$ cat src/rtl/apb_master_q.sv
// rtl/apb_master_q.sv - APB master bridge with a request queue, chaining, strobes and wait timeout
//
// Purpose:
//   Buffers read/write requests from a valid/ready port in a QDEPTH-entry FIFO. It then issues
//   them as APB transfers. A queued request that is ready when a transfer completes is chained
//   straight into SETUP with no IDLE gap. Each transfer produces a one-cycle response pulse
//   carrying read data, the slave error flag and a timeout flag.
//
// Ports:
//   pclk, presetn                   clock (rising edge), asynchronous active-low reset
//   req_valid/req_ready             request handshake; push on req_valid && req_ready
//   req_write/addr/wdata/strb       request contents
//   rsp_valid/rdata/err/timeout     completion pulse and its fields (no backpressure)
//   busy                            transfer in flight or requests still queued
//   psel/penable/pwrite/paddr/pwdata/pstrb   registered APB outputs
//   pready/prdata/pslverr           APB slave response
`timescale 1ns/1ps
module apb_master_q #(
    parameter int ADDR_W  = 8,
    parameter int DATA_W  = 8,
    parameter int QDEPTH  = 2,
    parameter int TIMEOUT = 16
) (
    input  logic                pclk,
    input  logic                presetn,
    input  logic                req_valid,
    output logic                req_ready,
    input  logic                req_write,
    input  logic [ADDR_W-1:0]   req_addr,
    input  logic [DATA_W-1:0]   req_wdata,
    input  logic [DATA_W/8-1:0] req_strb,
    output logic                rsp_valid,
    output logic [DATA_W-1:0]   rsp_rdata,
    output logic                rsp_err,
    output logic                rsp_timeout,
    output logic                busy,
    output logic                psel,
    output logic                penable,
    output logic                pwrite,
    output logic [ADDR_W-1:0]   paddr,
    output logic [DATA_W-1:0]   pwdata,
    output logic [DATA_W/8-1:0] pstrb,
    input  logic                pready,
    input  logic [DATA_W-1:0]   prdata,
    input  logic                pslverr
);

    localparam int STRB_W = DATA_W / 8;
    localparam int PTR_W  = (QDEPTH > 1) ? $clog2(QDEPTH) : 1;
    localparam int CNT_W  = $clog2(QDEPTH + 1);
    localparam int WAIT_W = (TIMEOUT > 0) ? $clog2(TIMEOUT + 1) : 1;

    localparam logic [CNT_W-1:0]  QDEPTH_C  = CNT_W'(QDEPTH);
    // Abort fires on the ACCESS cycle whose increment would bring the counter to TIMEOUT.
    localparam logic [WAIT_W-1:0] WAIT_LAST = WAIT_W'((TIMEOUT > 0) ? TIMEOUT - 1 : 0);

    typedef enum logic [1:0] {
        S_IDLE   = 2'd0,
        S_SETUP  = 2'd1,
        S_ACCESS = 2'd2
    } state_t;

    state_t r_state;
    state_t w_next_state;

    // Request queue storage
    logic [ADDR_W-1:0] r_q_addr  [QDEPTH];
    logic [DATA_W-1:0] r_q_wdata [QDEPTH];
    logic [STRB_W-1:0] r_q_strb  [QDEPTH];
    logic              r_q_write [QDEPTH];
    logic [PTR_W-1:0]  r_wr_ptr;
    logic [PTR_W-1:0]  r_rd_ptr;
    logic [CNT_W-1:0]  r_count;

    // Held low through reset so req_ready is 0 until the first edge after release
    logic r_rdy_en;

    logic [WAIT_W-1:0] r_wait;

    logic                r_psel;
    logic                r_penable;
    logic                r_pwrite;
    logic [ADDR_W-1:0]   r_paddr;
    logic [DATA_W-1:0]   r_pwdata;
    logic [STRB_W-1:0]   r_pstrb;
    logic                r_rsp_valid;
    logic [DATA_W-1:0]   r_rsp_rdata;
    logic                r_rsp_err;
    logic                r_rsp_timeout;

    logic w_empty;
    logic w_full;
    logic w_push;
    logic w_pop;
    logic w_done;
    logic w_abort;

    assign w_empty = (r_count == '0);
    assign w_full  = (r_count == QDEPTH_C);
    // No bypass: a full queue refuses even when a pop happens in the same cycle
    assign w_push  = req_valid && req_ready;
    assign w_done  = (r_state == S_ACCESS) && pready;
    assign w_abort = (TIMEOUT != 0) && (r_state == S_ACCESS) && !pready && (r_wait == WAIT_LAST);
    assign w_pop   = !w_empty && ((r_state == S_IDLE) || w_done);

    assign req_ready   = r_rdy_en && !w_full;
    assign busy        = (r_state != S_IDLE) || !w_empty;
    assign psel        = r_psel;
    assign penable     = r_penable;
    assign pwrite      = r_pwrite;
    assign paddr       = r_paddr;
    assign pwdata      = r_pwdata;
    assign pstrb       = r_pstrb;
    assign rsp_valid   = r_rsp_valid;
    assign rsp_rdata   = r_rsp_rdata;
    assign rsp_err     = r_rsp_err;
    assign rsp_timeout = r_rsp_timeout;

    // Queue storage is not reset; entries are only read once the count covers them
    always_ff @(posedge pclk) begin
        if (w_push) begin
            r_q_addr[r_wr_ptr]  <= req_addr;
            r_q_wdata[r_wr_ptr] <= req_wdata;
            r_q_strb[r_wr_ptr]  <= req_strb;
            r_q_write[r_wr_ptr] <= req_write;
        end
    end

    always_ff @(posedge pclk or negedge presetn) begin
        if (!presetn) begin
            r_wr_ptr <= '0;
            r_rd_ptr <= '0;
            r_count  <= '0;
            r_rdy_en <= 1'b0;
        end else begin
            r_rdy_en <= 1'b1;
            if (w_push) r_wr_ptr <= r_wr_ptr + 1'b1;
            if (w_pop)  r_rd_ptr <= r_rd_ptr + 1'b1;
            case ({w_push, w_pop})
                2'b10:   r_count <= r_count + 1'b1;
                2'b01:   r_count <= r_count - 1'b1;
                default: r_count <= r_count;
            endcase
        end
    end

    // FSM state register
    always_ff @(posedge pclk or negedge presetn) begin
        if (!presetn) r_state <= S_IDLE;
        else          r_state <= w_next_state;
    end

    // FSM next-state logic
    always_comb begin
        w_next_state = r_state;
        case (r_state)
            S_IDLE:   if (!w_empty) w_next_state = S_SETUP;
            S_SETUP:  w_next_state = S_ACCESS;
            S_ACCESS: begin
                if (pready)       w_next_state = w_empty ? S_IDLE : S_SETUP;
                else if (w_abort) w_next_state = S_IDLE;
            end
            default:  w_next_state = S_IDLE;
        endcase
    end

    // FSM registered outputs
    always_ff @(posedge pclk or negedge presetn) begin
        if (!presetn) begin
            r_psel        <= 1'b0;
            r_penable     <= 1'b0;
            r_pwrite      <= 1'b0;
            r_paddr       <= '0;
            r_pwdata      <= '0;
            r_pstrb       <= '0;
            r_wait        <= '0;
            r_rsp_valid   <= 1'b0;
            r_rsp_rdata   <= '0;
            r_rsp_err     <= 1'b0;
            r_rsp_timeout <= 1'b0;
        end else begin
            r_rsp_valid <= 1'b0;
            // Load the queue head into the APB address phase whenever it is popped
            if (w_pop) begin
                r_psel    <= 1'b1;
                r_penable <= 1'b0;
                r_paddr   <= r_q_addr[r_rd_ptr];
                r_pwrite  <= r_q_write[r_rd_ptr];
                r_pwdata  <= r_q_wdata[r_rd_ptr];
                r_pstrb   <= r_q_write[r_rd_ptr] ? r_q_strb[r_rd_ptr] : '0;
            end
            case (r_state)
                S_IDLE: begin
                    if (w_empty) begin
                        r_psel    <= 1'b0;
                        r_penable <= 1'b0;
                    end
                end
                S_SETUP: begin
                    r_penable <= 1'b1;
                    r_wait    <= '0;
                end
                S_ACCESS: begin
                    if (pready) begin
                        r_penable     <= 1'b0;
                        r_rsp_valid   <= 1'b1;
                        r_rsp_err     <= pslverr;
                        r_rsp_timeout <= 1'b0;
                        r_rsp_rdata   <= r_pwrite ? '0 : prdata;
                        if (w_empty) r_psel <= 1'b0;
                    end else if (w_abort) begin
                        r_psel        <= 1'b0;
                        r_penable     <= 1'b0;
                        r_rsp_valid   <= 1'b1;
                        r_rsp_err     <= 1'b1;
                        r_rsp_timeout <= 1'b1;
                        r_rsp_rdata   <= '0;
                    end else begin
                        r_wait <= r_wait + 1'b1;
                    end
                end
                default: begin
                    r_psel    <= 1'b0;
                    r_penable <= 1'b0;
                end
            endcase
        end
    end

endmodule

$ cat config.mk
export PLATFORM = sky130hd
export DESIGN_NAME = apb_master_q
export DESIGN_NICKNAME = d
export VERILOG_FILES = /design/src/rtl/apb_master_q.sv
export SDC_FILE = /design/constraint.sdc
export NUM_CORES = 1
export LEC_CHECK = 0
export CORE_MARGIN = 3
export CORE_UTILIZATION = 56
export DETAILED_ROUTE_END_ITERATION = 8
export DONT_BUFFER_PORTS = 1
export PLACE_DENSITY = 0.86
export SYNTH_ARGS = -nofsm -noshare
export SYNTH_HDL_FRONTEND = slang
export SYNTH_SLANG_ARGS = --single-unit
$ cat constraint.sdc
create_clock -name pclk -period 1.9 [get_ports pclk]
set_clock_uncertainty 0.1 [all_clocks]
set_input_delay 0.285 -clock pclk [delete_from_list [all_inputs] [get_ports pclk]]
set_output_delay 0.285 -clock pclk [all_outputs]
set_load 0.01 [all_outputs]
# [Yosys cells after proc, flatten, opt, wreduce, memory -nomap -nowiden]
# Memories as Yosys holds them, arrays and structs flattened. A register that Yosys moved wholly into a read port is not among the register bits.
# Cells that the tools add are included.
[totals] out_inout_bits=33 mem_bits_rw=36 mem_count=4 word_cells=86 register_bits=27
[classes] eq_ne=10 mux=31 n_addsub=5 reduce_logical=22
[memory_table] name="r_q_addr" depth=2 width=8 rd=1 rd_clocked_by_memory_dff=1 write_ports=1 line="67" rtl="logic [ADDR_W-1:0] r_q_addr [QDEPTH];"
[memory_table] name="r_q_wdata" depth=2 width=8 rd=1 rd_clocked_by_memory_dff=1 write_ports=1 line="68" rtl="logic [DATA_W-1:0] r_q_wdata [QDEPTH];"
[memory_table] name="r_q_strb" depth=2 width=1 rd=1 rd_clocked_by_memory_dff=0 write_ports=1 line="69" rtl="logic [STRB_W-1:0] r_q_strb [QDEPTH];"
[memory_table] name="r_q_write" depth=2 width=1 rd=1 rd_clocked_by_memory_dff=0 write_ports=1 line="70" rtl="logic r_q_write [QDEPTH];"
[ops] operator="$mux 8" count=3
[ops] operator="$mux 1" count=18
[ops] operator="$mux 5" count=2
[ops] operator="$pmux 5 s2" count=1
[ops] operator="$reduce_bool 2->1" count=4
[ops] operator="$eq 2x2->1 const B" count=3
[ops] operator="$logic_and 1x1->1" count=6
[ops] operator="$mux 2" count=3
[ops] operator="$ne 2x2->1 const B" count=3
[ops] operator="$pmux 1 s3" count=2
[ops] operator="$pmux 2 s3" count=1
[ops] operator="$add 5x1->5 const B" count=1
[ops] operator="$eq 5x4->1 const B" count=1
[ops] operator="$logic_not 1->1" count=5
[ops] operator="$eq 2x1->1 const B" count=2
[ops] operator="$logic_not 2->1" count=2
[ops] operator="$pmux 2 s2" count=1
[ops] operator="$reduce_and 2->1" count=2
[ops] operator="$ne 3x3->1 const B" count=1
[ops] operator="$reduce_and 3->1" count=1
[ops] operator="$add 1x1->1 const B" count=2
[ops] operator="$add 2x1->2 const B" count=1
[ops] operator="$logic_or 1x1->1" count=2
[ops] operator="$sub 2x1->2 const B" count=1

# [Longest topological paths before layout]
[logic_depth] word_depth=8 depth_mapped=8 ltp_nobuf=6

# [Worst setup path before layout]
# Ideal clock, no wire load.
[synth_timing] path_type="flip-flop to flip-flop" start="register r_wait[0]" end="register r_wait[3]" setup_ns=0.070 path_buffers=1 stages_incl_launch_ff=8 t_arrival_ns=1.926 setup_slack_ns=-0.196 t_required_ns=1.730 cell_sequence="dfrtp_1 -> ha_1 -> and3_1 -> ha_1 -> or2_1 -> buf_2 -> or4_1 -> nand3_1"
[synth_via] elab_chain_len=4
[synth_lines] element="from (decl)" line="78" rtl="logic [WAIT_W-1:0] r_wait;"
[synth_lines] element="from (signal assigned)" line="219" rtl="r_wait <= r_wait + 1'b1;"
[synth_lines] element="$add 5x1->5 or $eq 5x4->1 (tied branches)" line="219, 103"
[synth_lines] element="$mux 5 or $logic_and 1x1->1 (tied branches)" line="211, 103"
[synth_lines] element="$mux 5 or $ne 2x2->1 (tied branches)"
[synth_lines] element="$pmux 5 s2 or $reduce_and 3->1 (tied branches)"
# Parallel ways exist; a longest one is shown, timed or not. The select of a mux whose other input is x is not followed.
# A chain may end at the register's enable or synchronous reset.

# [Worst setup path after layout]
[layout_timing] start="register r_wait[1]" end="register r_wait[3]"
# The elaborated chain is that of the path after synthesis.

==> impl_results.md <==
- Sequential element share of the synthesized area: between 70% and 80%
- Largest net degree at the start of global routing: 44
- Global-route wire length before repair: ~8.9 mm
- Slew Viols, Final: 0
- Crit Path Category: flop to flop
- Die Ht: between 80 and 90 µm
- Post-synth ARST share: 54.4%
- Fill count: between 300 and 400
- RSZ-0062 raised after global routing: false
- HP Class: input pin to flop
- Most frequent cell after synthesis: dfrtp_1
- Starting Density: between 50 and 60%
- Clock Sinks: 79
- Crit path DAT: around 2000 ps
- Number of buffers created by CTS: 9
- Pre-antenna DRT Iters: 4
- PortBufs: 0
- Synth top cells by count: dfrtp_1 (43), edfxtp_1 (36), mux2_2 (35)
- # nets final: 274
- Cell taking the most area after synthesis: edfxtp_1
- Detail-routed via count per cell: about 5.5
- Vias in the first global route: roughly 1,900
- Average routed wire per standard cell: 18.0 µm
- Leak: around 0.0015 µW
- Layout cells sized above 1: 28.6%
- GPL Wtd Cong: slightly below 0.9
- Number of synthesized flops with an enable pin: 36
- Via count: roughly 1,700
- Max FO, Critical Path: 6
- Post-route minimum period: 1850 ps
- Drt total wl: between 5 and 6 mm
- CTS tree: yes
- Mapped Area: roughly 0.0031 mm²
- Multi-input logic area: around 880 µm²
- Highest Clock Rate: 541 MHz
- Top Ports: 64
- DRT iter0 DRCs: between 60 and 70
- Clock root buffer: clkbuf_8
- Worst-Margin Slew: approximately 530 ps
- Dpl hpwl: ~3.5 mm
- Initial antenna violation count: 0
- Critical Path Start Type: flop
- Avg Cell Area, Syn: 15.6 µm²
- Post-synth top area share: a little over a third
- Depth of the CTS H-tree: 3
- Power per cell area: between 1000 and 1500 mW/mm²
- Core area: between 0.005 and 0.006 mm²
- Final setup fails: 0
- Syn-to-layout area delta: 21.9%
- Slew Limit Headroom: 64.3%
- CP required: ~2100 ps
- Row cnt: 26
- Synth unique cells: 33
- Largest cells by area after synthesis: edfxtp_1 (35%), dfrtp_1 (35%), mux2_2 (13%), a22o_1 (2.3%), ha_1 (1.2%)
- DRC violations left: 0
- Peak supply drop: around 0.97 mV
- Clock Latency Late Sink: 350 ps
- Syn_nets: about 230
- Yosys warning total: 0
- WP buf/inv: 0
- Synth Flop Type: dfrtp_1
- Clock-pin transition on the worst setup and hold timing paths: approximately 80 ps
- Setup crit end kind: flop
- Slowest-stage cell, CP: dfrtp_1
- Setup TNS: 0 ps
- Max-cap violations: 0
- Synthesized instance count: a little under 200
- Die width: ~80 µm
- Worst hold margin: between 40 and 50 ps
- Outcome: complete, no violations
- Clock Tree Buf Depth: 2
- Grt total ovfl: 0
- Tcrit/Tclk final: between 90 and 100%
- FF/Latch Area: 0.00216 mm²
- CP peak stage delay: 420 ps
- Total track usage: 19.3%
- Yosys reg bits: 79
- Cell Chain, Critical Path: ha_2 > and3_4 > ha_4 > or2_4 > or4_1 > nand3_1
- Top delay family on crit path: simple AND/OR/NAND/NOR gates
- Die area: 0.00641 mm²
- Fin. Hold Viols: 0
- Antenna-violating nets left: 0
## where the power goes
group	internal [µW]	switching, µW	leakage (µW)	total, µW
clock	473	608	0.0000777	1080
combinational	914	714	0.000527	1630
sequential	2290	474	0.000861	2760
## placed cells by master (no fill, tap or decap), types with 2 or more instances in the layout
cell type / n
buf_4: 9
mux2_2: 35
a22o_1: 8
a31oi_1: 2
mux2i_1: 2
dfrtp_1: 43
xnor2_1: 4
nor3_1: 4
buf_12: 2
clkbuf_8: 9
a21oi_1: 4
dlygate4sd3_1: 29
nand2b_1: 2
nand3_1: 4
nor2b_1: 3
edfxtp_1: 36
nand2_1: 9
inv_1: 4
clkinvlp_4: 4
o21ai_0: 4
clkinv_2: 2
nor2_1: 4
## metal layers
layer | track usage [%] | vias up | routed length [µm]
met2 | 32.4 | 48 | 2990
met5 | 0 | - | 0
li1 | - | 810 | -
met3 | 4.74 | 10 | 228
met1 | 22.8 | 872 | 2370
met4 | 10.6 | 0 | 105
## path summary, 6_finish.rpt
kind	startpoint	to	slack (ps)	cells after the start
setup / recovery	r_wait[1]	r_wait[3]	50	6
hold / removal	pready	penable	50	3
max in group asynchronous	presetn	r_wait[1]	1160	2
setup reg to reg	r_wait[1]	r_wait[3]	50	6
hold reg to reg	r_wr_ptr	r_wr_ptr	410	1
min in group asynchronous	presetn	pwdata[6]	330	2
## tightest hold or removal path, delay by kind of cell
family           cells  cell delay [ps]
and+or+nand+nor      3              170
## logic make-up (layout without fill, tap and decap cells)
kind of cell               Yosys count  after routing  synth area share, %
xor gates and xnor gates             5              5                 1.43
and+or+nand+nor                     34             34                 5.71
DFF                                 79             79                 70.3
AOI/OAI and AO/OA                   25             25                 5.79
other                                1              2                0.122
buffers and inverters               13             61                 2.00
muxes                               37             37                 13.5
adders and majority gates            3              3                 1.22
## metrics by stage
stage	util, %	total power (µW)	setup slack (ps)	instances	area (µm²)
3_5_place_dp	62.4	4350	2.79	269	3250
5_1_grt	71.9	5790	4.93	315	3740
6_report	71.9	5470	53.1	316	3740
2_1_floorplan	-	3860	19.3	197	3090
4_1_cts	71.8	5510	17.6	315	3740
3_3_place_gp	62.4	4270	72.2	269	3250
## cell type report
cell class | instances | area share (%)
inverter | 4 | 0.401
antenna | 1 | 0.0669
sequential | 79 | 57.6
multi-input combinational | 105 | 23.6
clock buffer | 9 | 3.31
timing repair buffer | 41 | 11.4
tap | 70 | 2.34
clock inverter | 7 | 1.30
## registers in the layout, indices dropped and copies added, names as in the netlist
register and cells:
r_q_addr 16, r_q_wdata 16, paddr 8, pwdata 8, rsp_rdata 8, r_wait 5
r_count 2, r_q_strb 2, r_q_write 2, r_state 2, penable 1, psel 1
pstrb 1, pwrite 1, r_rd_ptr 1, r_rdy_en 1, r_wr_ptr 1, rsp_err 1
rsp_timeout 1, rsp_valid 1
## what timing repair did
| action | in CTS | in global routing |
|---|---|---|
| buffers inserted | 0 | 0 |
| gates resized for setup | 1 | 2 |
| cloned | 0 | 0 |
| endpoints found under the hold margin | 89 | 0 |
| pin swaps | 0 | 1 |
| endpoints found under the setup margin | 1 | 10 |
| hold buffers | 30 | 0 |
(Power assumes the default switching activity.)
